`src/rtl/waveform_pkg.sv`:
```
// Shared definitions for the waveform generator: function encodings and the
// quarter-wave sine table Q[k] = round(127*sin(2*pi*k/256)), k = 0..64.
package waveform_pkg;

   localparam int PERIOD = 256;

   typedef enum logic [2:0] {
      FN_SAW_UP    = 3'b000,
      FN_SAW_DOWN  = 3'b001,
      FN_TRIANGLE  = 3'b010,
      FN_SQUARE    = 3'b011,
      FN_SINE      = 3'b100,
      FN_SINE_FULL = 3'b101,
      FN_SINE_HALF = 3'b110,
      FN_IDLE      = 3'b111
   } func_e;

   localparam logic [6:0] Q_TABLE [0:64] = '{
        7'd0,   7'd3,   7'd6,   7'd9,  7'd12,  7'd16,  7'd19,  7'd22,
       7'd25,  7'd28,  7'd31,  7'd34,  7'd37,  7'd40,  7'd43,  7'd46,
       7'd49,  7'd51,  7'd54,  7'd57,  7'd60,  7'd63,  7'd65,  7'd68,
       7'd71,  7'd73,  7'd76,  7'd78,  7'd81,  7'd83,  7'd85,  7'd88,
       7'd90,  7'd92,  7'd94,  7'd96,  7'd98, 7'd100, 7'd102, 7'd104,
      7'd106, 7'd107, 7'd109, 7'd111, 7'd112, 7'd113, 7'd115, 7'd116,
      7'd117, 7'd118, 7'd120, 7'd121, 7'd122, 7'd122, 7'd123, 7'd124,
      7'd125, 7'd125, 7'd126, 7'd126, 7'd126, 7'd127, 7'd127, 7'd127,
      7'd127
   };

endpackage

```
`src/rtl/sine_quarter_lut.sv`:
```
// Combinational signed sine S(p) in -127..127, built from the quarter table by
// mirroring the index in odd quadrants and negating in the lower half period.
module sine_quarter_lut
   import waveform_pkg::*;
(
   input  logic [7:0]        p_i,
   output logic signed [7:0] s_o
);

   logic [6:0] idx;
   logic [6:0] mag;

   always_comb begin
      // Odd quadrants read the table backwards: 64 - offset gives 64..1.
      idx = p_i[6] ? (7'd64 - {1'b0, p_i[5:0]}) : {1'b0, p_i[5:0]};
      mag = Q_TABLE[idx];
      s_o = p_i[7] ? -$signed({1'b0, mag}) : $signed({1'b0, mag});
   end

endmodule

```
`src/rtl/waveform_generator.sv`:
```
// Free-running 8-bit waveform generator: shared 8-bit phase, 256-clock period,
// shape chosen per clock by func; registered output, one clock of latency.
module waveform_generator
   import waveform_pkg::*;
(
   input  logic       clk,
   input  logic       rst,
   input  logic [2:0] func,
   output logic [7:0] wave_out
);

   logic [7:0]        phase_q, phase_d;
   logic [7:0]        wave_q, wave_d;
   logic signed [7:0] sine;
   logic [6:0]        sine_mag;
   func_e             fn;

   sine_quarter_lut u_sine (
      .p_i (phase_q),
      .s_o (sine)
   );

   assign fn = func_e'(func);

   always_comb begin
      phase_d  = (phase_q == 8'(PERIOD - 1)) ? 8'd0 : phase_q + 8'd1;
      sine_mag = sine[7] ? 7'(-sine) : sine[6:0];
      wave_d   = 8'd0;
      case (fn)
         FN_SAW_UP:    wave_d = phase_q;
         FN_SAW_DOWN:  wave_d = 8'hFF - phase_q;
         FN_TRIANGLE:  wave_d = phase_q[7] ? 8'hFF - {phase_q[6:0], 1'b0}
                                           : {phase_q[6:0], 1'b0};
         FN_SQUARE:    wave_d = phase_q[7] ? 8'd0 : 8'hFF;
         // Offset-binary: two's-complement S plus 0x80 lands in 1..255.
         FN_SINE:      wave_d = 8'h80 + $unsigned(sine);
         FN_SINE_FULL: wave_d = {sine_mag, 1'b0};
         FN_SINE_HALF: wave_d = phase_q[7] ? 8'd0 : {sine[6:0], 1'b0};
         FN_IDLE:      wave_d = 8'd0;
         default:      wave_d = 8'd0;
      endcase
   end

   always_ff @(posedge clk) begin
      if (rst) begin
         phase_q <= 8'd0;
         wave_q  <= 8'd0;
      end else begin
         phase_q <= phase_d;
         wave_q  <= wave_d;
      end
   end

   assign wave_out = wave_q;

endmodule

```
`config.mk`:
```
export PLATFORM = sky130hd
export DESIGN_NAME = waveform_generator
export DESIGN_NICKNAME = d
export VERILOG_FILES = /design/src/rtl/waveform_pkg.sv /design/src/rtl/sine_quarter_lut.sv /design/src/rtl/waveform_generator.sv
export SDC_FILE = /design/constraint.sdc
export NUM_CORES = 1
export LEC_CHECK = 0
export BUFFER_PORTS_ARGS = -buffer_cell sky130_fd_sc_hd__buf_4
export CAP_MARGIN = 20
export CORE_ASPECT_RATIO = 0.8
export CORE_MARGIN = 2
export CORE_UTILIZATION = 60
export DETAILED_ROUTE_END_ITERATION = 8
export PLACE_DENSITY_LB_ADDON = 0.12
export SYNTH_ARGS = -nofsm -noshare
export SYNTH_HDL_FRONTEND = slang
export SYNTH_HIERARCHICAL = 1
export SYNTH_SLANG_ARGS = --single-unit
```
`constraint.sdc`:
```
create_clock -name clk -period 11.9 [get_ports clk]
set_input_delay 1.19 -clock clk [delete_from_list [all_inputs] [get_ports clk]]
set_output_delay 1.19 -clock clk [all_outputs]
set_load 0.05 [all_outputs]
```
==> summary.txt, run 1 <==
STA
  – Hold_ws: 0.7019 ns
  – FMAX: 0.1826 GHz
  – Worst-margin pin slew: 0.9054 ns
  – Minimum clock period: 5.475 ns
  – Slew margin rel.: 39.56%
  – Final period utilization: 46.01%
  – Final setup TNS: 0 ns
  – Skew final: 0.009239 ns
  – RSZ-0062 raised after global routing: false
  – Final Hold Fails: 0
  – Finish-stage setup viols: 0
  – Max Transition Viols Final: 0

Synth
  – Avg Cell Area, Syn: 7.441 sq um
  – Synthesized netlist cell count: 323
  – Main synth FF type: dfxtp_1
  – Compound-Gate Fraction of Synth Area: 31.81%
  – Distinct cells, synth: 78
  – Adder-Cell Fraction of Synth Area: 6.767%
  – Post-synthesis mux area share: 4.373%
  – Synthesized area: 0.002404 sq mm
  – Simple-Gate Fraction of Synth Area: 28.06%
  – Synthesis-stage register bit count: 16
  – Async set-reset flop share out of synthesis: 0%
  – Post-synthesis sequential area ratio: 13.33%
  – Syn nets: 341
  – Xor/xnor share of the synthesized area: 6.455%
  – Ys Warns: 6
  – Number of synthesized flops with an enable pin: 0
  – Largest family of logic cells by synthesized area: compound AO/OA/AOI/OAI gates

Clock tree
  – Clk Latency, worst-skew pair: 0.26 ns
  – Reg clk slew, reported paths: 0.07 ns
  – H-tree depth: 1
  – Clock tree root driver cell: clkbuf_8
  – Post-CTS sizing: 0
  – CTS Hold Bufs: 0
  – CTS Buffer Depth: 2
  – Clock sink total: 16
  – CTS tree: built
  – CTS buffer count: 3
  – Post-CTS setup buffers: 0

Detailed routing
  – Vias/cell: 6.519
  – DRC Markers: 0
  – DR pass1 iterations: 5
  – DR WL/cell: 16.72 um
  – Via Count: 2425
  – Post-route ant nets: 0
  – WL final: 6219 um
  – DR iter-0 viols: 294

GRT
  – Largest net degree at the start of global routing: 32
  – Global router's overall resource usage: 28.75%
  – Antenna violations before repair: 0
  – First-pass GRT wire length: 10030 um
  – Vias in the first global route: 2000
  – Remaining global-route overflow: 0

Layout
  – Layout cells sized above 1: 13.56%
  – P&R area growth vs syn: 2.967%
  – Inserted Diodes: 0
  – Finished Core Util: 64.64%
  – Final nets: 336
  – Final Cell Area: 0.002475 sq mm
  – Most frequent cells in the layout: 37 x nor2_1, 19 x a21oi_1, 18 x nor3_1
  – Commonest non-fill, non-tap cell in the layout: nor2_1

Critical path
  – Nature of the critical path startpoint: flip-flop
  – Worst EP required: 12.09 ns
  – Crit end category: flip-flop
  – CP Class: reg -> reg
  – Worst-path cell chain: inv_1 > ha_1 > nand2_1 > o21ai_1 > inv_1 > ha_1 > mux2_2 > o22ai_1 > a211oi_1 > a311oi_1 > o32a_1 > or2_1 > inv_2 > ha_1 > nor2_1 > a21oi_1 > inv_1 > ha_1 > a31oi_1 > or3_1 > a211oi_2
  – Critical path peak fanout: 20
  – Crit-path most repeated cell: ha_1
  – CP delay by family, top: compound AO/OA/AOI/OAI gates
  – Slowest cell on crit path: dfxtp_1
  – CP arrival: 5.66 ns
  – Buf+Inv Stages, Crit Path: 4
  – Slowest stage delay, CP: 0.78 ns

Placement
  – Post-DP HPWL: 4449 um
  – Placer Congestion: 0.9040
  – Port Buf Inserts: 12
  – Placed Area: 0.002420 sq mm

Floorplan
  – Io pins: 13
  – Die span in y: 60.61 um
  – Placeable Area: 0.003829 sq mm
  – Die X: 74.77 um
  – Std cell rows: 20
  – Initial Util: 62.78%
  – Die ar.: 0.004532 sq mm

Hold path
  – HP Class: reg -> reg

Power
  – Static Leakage: 0.9223 nW
  – Total power: 0.1912 mW
  – Peak supply drop: 0.06033 mV
  – Power per cell area: 77.26 mW/mm^2

Run status
  – Outcome: complete, no violations

Job
  – Max-cap viol count: 0
[through the flow]
stage,setup slack [ns],cells
after CTS,6.517,372
after floorplan,7.298,323
after global placement,6.767,368
final,6.425,372
after global routing,6.003,372
after detailed placement,6.514,368
[final timing paths]
kind | endpoint | cells past startpoint | from | slack [ns]
hold reg to reg | wave_out[5] | 2 | phase_q[5] | 0.70
setup / recovery | wave_out[2] | 21 | phase_q[0] | 6.42
hold / removal | wave_out[5] | 2 | phase_q[5] | 0.70
setup reg to reg | wave_out[2] | 21 | phase_q[0] | 6.42
[synth_stat cells, types with 3 or more instances]
cell,n,area (sq um)
o21ai_0,12,60.06
a311oi_1,3,26.28
o21ai_1,8,40.04
inv_2,3,11.26
nor2_1,37,138.9
xor2_1,4,35.03
dfxtp_1,16,320.3
buf_4,3,22.52
buf_6,5,56.30
a211oi_1,8,60.06
inv_1,16,60.06
ha_1,13,162.7
nand2b_1,13,81.33
o22ai_1,4,25.02
nand3_1,9,45.04
nor3_1,18,90.09
nand2_1,13,48.80
buf_2,11,55.05
mux2i_1,6,60.06
o21a_1,3,22.52
a21oi_1,19,95.09
nor2b_1,5,31.28
or3_1,5,31.28
a31oi_1,8,50.05
o2111ai_1,3,26.28
xnor2_1,10,87.58
a21o_1,3,22.52
nor4_1,3,18.77
[cell type report]
| class | count | area (sq um) |
|---|---|---|
| clock buffers | 4 | 55.05 |
| fillers | 347 | 1354 |
| inverters | 19 | 71.32 |
| multi-input cells | 265 | 1862 |
| flip-flops and latches | 16 | 320.3 |
| well taps | 55 | 68.82 |
| repair buffers | 13 | 97.59 |
[worst reg2reg max path, delay by kind of cell (launching register included)]
kind	cells	cell delay [ns]
mux	1	0.28
fa+ha+maj	4	1.27
simple gates	4	0.68
buf+inv	4	0.76
compound gates	8	1.64
flops	1	0.78
[sequential cells by signal, indices dropped and copies added, names as in the netlist]
| signal | count |
|---|---|
| phase_q | 8 |
| wave_out | 8 |
[per-layer routing]
metal  global-route usage [%]  share of wire (%)  vias to the layer above
li1                         -                  -                     1181
met4                    4.082               0.64                        0
met3                    7.973                 10                        9
met5                        0                  0                        -
met2                    39.19                 41                      115
met1                    45.29                 48                     1120
[where the power goes]
part	internal, mW	switching [mW]	total (mW)
clock network	0.0294	0.0209	0.0504
logic	0.0299	0.0493	0.0792
registers	0.0566	0.00503	0.0616
total	0.116	0.0753	0.191
[kinds of logic (layout without fill, tap and decap cells)]
| kind of cell | after synthesis | after routing |
|---|---|---|
| AO/OA/AOI/OAI | 105 | 105 |
| AND/OR/NAND/NOR | 122 | 122 |
| adder cells (fa/ha/maj) | 13 | 13 |
| flip-flops | 16 | 16 |
| multiplexers | 9 | 9 |
| XOR/XNOR | 16 | 16 |
| buffers and inverters | 42 | 36 |
No activity file was read; power rests on OpenSTA's default activity.
==> run 2, diff against run 1 <==
Settings changed: CORE_UTILIZATION 60 to 57.
Clock period 11.9 ns to 4.7 ns, I/O delays scaled along.
==> summary.txt, run 2 (same netlist as run 1, synthesis figures left out) <==
Run status
  – Outcome: complete, no violations

Clock tree
  – CTS Hold Bufs: 0 (unchanged)
  – H-tree depth: 1 (unchanged)
  – CTS buffer count: 3 (unchanged)
  – Post-CTS setup buffers: 0 (unchanged)
  – CTS tree: built
  – Clk Latency, worst-skew pair: 0.26 ns (about the same)
  – Reg clk slew, reported paths: 0.07 ns (about the same)
  – Post-CTS sizing: 0 (unchanged)
  – Clock sink total: 16 (unchanged)
  – CTS Buffer Depth: 2 (unchanged)
  – Clock tree root driver cell: clkbuf_8

Layout
  – Inserted Diodes: 0 (unchanged)
  – P&R area growth vs syn: 6.507%
  – Fill cells: 370 (+6.6%)
  – Post-route insts no fill: 384 (+3.2%)
  – Finished Core Util: 62.06% (-2.6 points)
  – Commonest non-fill, non-tap cell in the layout: nor2_1
  – Final nets: 346 (+3.0%)
  – Layout cells sized above 1: 16.51% (+2.9 points)
  – Most frequent cells in the layout: 37 x nor2_1, 23 x buf_4, 19 x a21oi_1

Detailed routing
  – DR WL/cell: 16.20 um (-3.1%)
  – DR pass1 iterations: 5 (unchanged)
  – WL final: 6220 um (about the same)
  – Via Count: 2489 (+2.6%)
  – Post-route ant nets: 0 (unchanged)
  – Vias/cell: 6.482 (-0.57%)
  – DRC Markers: 0 (unchanged)
  – DR iter-0 viols: 384 (+31%)

Critical path
  – Critical path peak fanout: 11 (-45%)
  – Crit end category: flip-flop
  – CP arrival: 4.48 ns (-1.18 ns)
  – Slowest stage delay, CP: 0.53 ns (-0.25 ns)
  – CP delay by family, top: compound AO/OA/AOI/OAI gates
  – Worst EP required: 4.85 ns (-7.24 ns)
  – CP Class: reg -> reg
  – Buf+Inv Stages, Crit Path: 4 (unchanged)
  – Slowest cell on crit path: a2111oi_0
  – Nature of the critical path startpoint: flip-flop
  – Crit-path most repeated cell: inv_1
  – Worst-path cell chain: inv_1 > ha_1 > nand2_1 > o21ai_1 > buf_4 > ha_1 > inv_1 > a2111oi_0 > a211oi_1 > o41ai_1 > a31oi_1 > and4bb_1 > a31oi_1 > inv_1 > a21oi_1 > mux2i_1 > a311oi_1
  – Flop-to-flop setup slack: 0.37 ns (-6.06 ns)

Job
  – Max-cap viol count: 0 (unchanged)

STA
  – Finish-stage setup viols: 0 (unchanged)
  – Minimum clock period: 4.331 ns (-1.144 ns)
  – Worst-margin pin slew: 0.6512 ns (-0.2542 ns)
  – Skew final: 0.01047 ns (+0.001229 ns)
  – Slew margin rel.: 56.38% (+17 points)
  – Final period utilization: 92.15% (+46 points)
  – RSZ-0062 raised after global routing: false
  – Max Transition Viols Final: 0 (unchanged)
  – Hold_ws: 0.5041 ns (-0.1978 ns)
  – FMAX: 0.2309 GHz (+26%)
  – Final Hold Fails: 0 (unchanged)
  – Final setup TNS: 0 ns (unchanged)

GRT
  – First-pass GRT wire length: 10340 um (+3.1%)
  – Largest net degree at the start of global routing: 32 (unchanged)
  – Remaining global-route overflow: 0 (unchanged)
  – Antenna violations before repair: 0 (unchanged)
  – Global router's overall resource usage: 27.75% (-1.0 points)
  – Vias in the first global route: 2051 (+2.6%)

Power
  – Int Pwr: 0.2998 mW (+160%)
  – P_sw: 0.1883 mW (+150%)
  – Clk network pwr share: 25.9% (-0.4 points)
  – Static Leakage: 0.9787 nW (+6.1%)
  – Combinational power share: 43.7% (+2.3 points)
  – Sequential Power Share: 30.3% (-1.9 points)
  – Total power: 0.4881 mW (+160%)
  – Switching part of the total: 38.58% (-0.78 points)
  – Power per cell area: 190.7 mW/mm^2 (+150%)
  – Peak supply drop: 0.1435 mV (+140%)

Hold path
  – HP Class: in -> reg

Floorplan
  – Std cell rows: 21 (+5.0%)
  – Die X: 76.60 um (+2.5%)
  – Die span in y: 62.08 um (+2.4%)
  – Placeable Area: 0.004125 sq mm (+7.7%)
  – Die ar.: 0.004755 sq mm (+4.9%)
  – Io pins: 13 (unchanged)
  – Initial Util: 58.27% (-4.5 points)

Placement
  – Placer Congestion: 0.9114 (+0.82%)
  – Placed insts: 380 (+3.3%)
  – Port Buf Inserts: 12 (unchanged)
  – Post-DP HPWL: 4522 um (+1.7%)
[run 2: cell count changes in the layout (fill, tap and decap cells not counted)]
cell / change
xnor2_1: -1
buf_4: +10
xnor2_2: +1
[run 2: layout make-up]
type / count / area, sq um / share of cell area [%]
multi-input cells: 265 / 1869 / 73.02
flip-flops and latches: 16 / 320.3 / 12.51
clock buffers: 4 / 55.05 / 2.151
well taps: 57 / 71.32 / 2.786
repair buffers: 23 / 172.7 / 6.745
inverters: 19 / 71.32 / 2.786
[run 2: power groups by stage]
stage,Sequential [mW],Clock (mW),Combinational (mW)
6_report,0.148,0.126,0.213
4_1_cts,0.148,0.129,0.210
5_1_grt,0.149,0.132,0.236
3_5_place_dp,0.151,0,0.209
3_3_place_gp,0.151,0,0.208
2_1_floorplan,0.173,0,0.142
[run 2: routing by layer]
layer  track usage (%)  wire length, um  vias up
met5                 0                0        -
met1             42.27             3015     1162
met2             41.59             2604      114
met3             4.046              555        6
met4             6.234               44        0
li1                  -                -     1207
[run 2: worst paths after layout]
path / start / to / cells past startpoint
setup / recovery: phase_q[0] / wave_out[5] / 17
hold / removal: rst / wave_out[2] / 2
setup reg to reg: phase_q[0] / wave_out[5] / 17
hold reg to reg: phase_q[0] / phase_q[0] / 2
[run 2: per-stage QoR]
stage | area, sq um | setup WS (ns)
after global routing | 2560 | 0.007542
after floorplan | 2404 | 0.09777
after global placement | 2497 | 0.4917
after detailed placement | 2497 | 0.4771
final | 2560 | 0.3687
after CTS | 2552 | 0.4389
==> run 3, diff against run 2 <==
Settings changed: PLACE_DENSITY from default to 0.78, PLACE_DENSITY_LB_ADDON 0.12 to default.
==> summary.txt, run 3 (same netlist as run 1, synthesis figures left out) <==
Run status
  – Outcome: complete, no violations

Power
  – Total power: 0.4916 mW (+0.72%)
  – P_sw: 0.1919 mW (+1.9%)
  – Sequential Power Share: 30.2% (about the same)
  – Combinational power share: 43.7% (about the same)
  – Int Pwr: 0.2997 mW (about the same)
  – Clk network pwr share: 26.1% (+0.2 points)
  – Static Leakage: 0.9625 nW (-1.7%)
  – Peak supply drop: 0.1646 mV (+15%)
  – Switching part of the total: 39.04% (+0.46 points)
  – Power per cell area: 193.7 mW/mm^2 (+1.6%)

Floorplan
  – Die ar.: 0.004755 sq mm (unchanged)
  – Io pins: 13 (unchanged)
  – Placeable Area: 0.004125 sq mm (unchanged)
  – Die X: 76.60 um (unchanged)
  – Die span in y: 62.08 um (unchanged)
  – Initial Util: 58.27% (unchanged)
  – Std cell rows: 21 (unchanged)

Placement
  – Placer Congestion: 1.003 (+10%)
  – Placed insts: 378 (-0.53%)
  – Pre-CTS setup slack: 0.5775 ns (+0.1004 ns)
  – Post-DP HPWL: 4569 um (+1.0%)
  – Port Buf Inserts: 12 (unchanged)
  – Placed Area: 0.002482 sq mm (-0.60%)

GRT
  – Vias in the first global route: 2030 (-1.0%)
  – Remaining global-route overflow: 0 (unchanged)
  – Antenna violations before repair: 0 (unchanged)
  – Global router's overall resource usage: 26.83% (-0.92 points)
  – First-pass GRT wire length: 10230 um (-1.0%)
  – Largest net degree at the start of global routing: 32 (unchanged)

Detailed routing
  – DR pass1 iterations: 6 (+1)
  – Via Count: 2512 (+0.92%)
  – Vias/cell: 6.576 (+1.5%)
  – DR WL/cell: 16.80 um (+3.7%)
  – DRC Markers: 0 (unchanged)
  – WL final: 6419 um (+3.2%)
  – Post-route ant nets: 0 (unchanged)
  – DR iter-0 viols: 364 (-5.2%)

Layout
  – Fill cells: 364 (-1.6%)
  – Commonest non-fill, non-tap cell in the layout: nor2_1
  – Final Cell Area: 0.002537 sq mm (-0.88%)
  – Layout cells sized above 1: 15.69% (-0.82 points)
  – Post-route insts no fill: 382 (-0.52%)
  – Most frequent cells in the layout: 37 x nor2_1, 21 x buf_4, 19 x a21oi_1
  – Finished Core Util: 61.51% (-0.55 points)
  – Final nets: 344 (-0.58%)
  – P&R area growth vs syn: 5.570%
  – Inserted Diodes: 0 (unchanged)

Clock tree
  – Clock tree root driver cell: clkbuf_8
  – Reg clk slew, reported paths: 0.07 ns (about the same)
  – CTS buffer count: 3 (unchanged)
  – Post-CTS setup buffers: 0 (unchanged)
  – CTS Buffer Depth: 2 (unchanged)
  – CTS Hold Bufs: 0 (unchanged)
  – Post-CTS sizing: 0 (unchanged)
  – H-tree depth: 1 (unchanged)
  – CTS tree: built
  – Clk Latency, worst-skew pair: 0.26 ns (about the same)
  – Clock sink total: 16 (unchanged)

Critical path
  – Critical path peak fanout: 11 (unchanged)
  – Worst EP required: 4.88 ns (+0.03 ns)
  – Crit end category: flip-flop
  – Nature of the critical path startpoint: flip-flop
  – CP arrival: 4.41 ns (-0.07 ns)
  – CP Class: reg -> reg

STA
  – Final setup TNS: 0 ns (unchanged)
  – Max Transition Viols Final: 0 (unchanged)
  – Final WS setup: 0.4677 ns (+0.09900 ns)
  – Finish-stage setup viols: 0 (unchanged)
  – Final Hold Fails: 0 (unchanged)
  – Slew margin rel.: 51.56% (-4.8 points)
  – FMAX: 0.2363 GHz (+2.3%)
  – Minimum clock period: 4.232 ns (-0.09900 ns)
  – Worst-margin pin slew: 0.7259 ns (+0.07474 ns)
  – RSZ-0062 raised after global routing: false
  – Hold_ws: 0.4928 ns (-0.01126 ns)
  – Final period utilization: 90.05% (-2.1 points)
  – Skew final: 0.009914 ns (-0.0005539 ns)

Job
  – Max-cap viol count: 0 (unchanged)

Hold path
  – HP Class: in -> reg
## run 3: cell types whose count changed in the layout (fill, tap and decap cells not counted), sizes merged
cell  delta
buf      -2
## run 3: path summary, 6_finish.rpt
check                                 from           to  slack, ns  depth (start not counted)
worst max-delay path            phase_q[0]  wave_out[4]       0.47                         17
worst min-delay path                   rst  wave_out[2]       0.49                          2
worst max register to register  phase_q[0]  wave_out[4]       0.47                         17
worst min register to register  phase_q[0]   phase_q[0]       0.66                          2
## run 3: per-layer routing
layer	part of all wire [%]	up-vias	routed length [um]	global-route usage (%)
met3	10	8	665	6.214
met4	0.56	0	36	4.156
met1	46	1166	2939	41.00
li1	-	1200	-	-
met2	43	138	2778	38.81
met5	0	-	0	0
## run 3: cell type report
cell class	instances	area, sq um	area share (%)
Clock buffer	4	55.05	2.170
Inverter	19	71.32	2.811
Multi-Input combinational cell	265	1862	73.37
Sequential cell	16	320.3	12.62
Tap cell	57	71.32	2.811
Timing Repair Buffer	21	157.7	6.213
## run 3: power groups by stage
| stage | Sequential (mW) | Combinational [mW] | Clock [mW] |
|---|---|---|---|
| after floorplan | 0.173 | 0.142 | 0 |
| after global placement | 0.151 | 0.206 | 0 |
| after detailed placement | 0.152 | 0.209 | 0 |
| after CTS | 0.148 | 0.211 | 0.129 |
| after global routing | 0.149 | 0.232 | 0.138 |
| final | 0.148 | 0.215 | 0.128 |
## run 3: critical path: stages (launching register included)
cell,delay [ns]
dfxtp_1,0.33
inv_1,0.10
ha_1,0.33
nand2_1,0.06
o21ai_1,0.13
buf_4,0.21
ha_1,0.27
inv_1,0.05
a2111oi_0,0.53
a211oi_1,0.09
o41ai_1,0.33
a31oi_1,0.15
and4bb_1,0.28
a31oi_1,0.50
o31ai_1,0.26
nor3_1,0.20
a21oi_1,0.07
a311oi_2,0.27
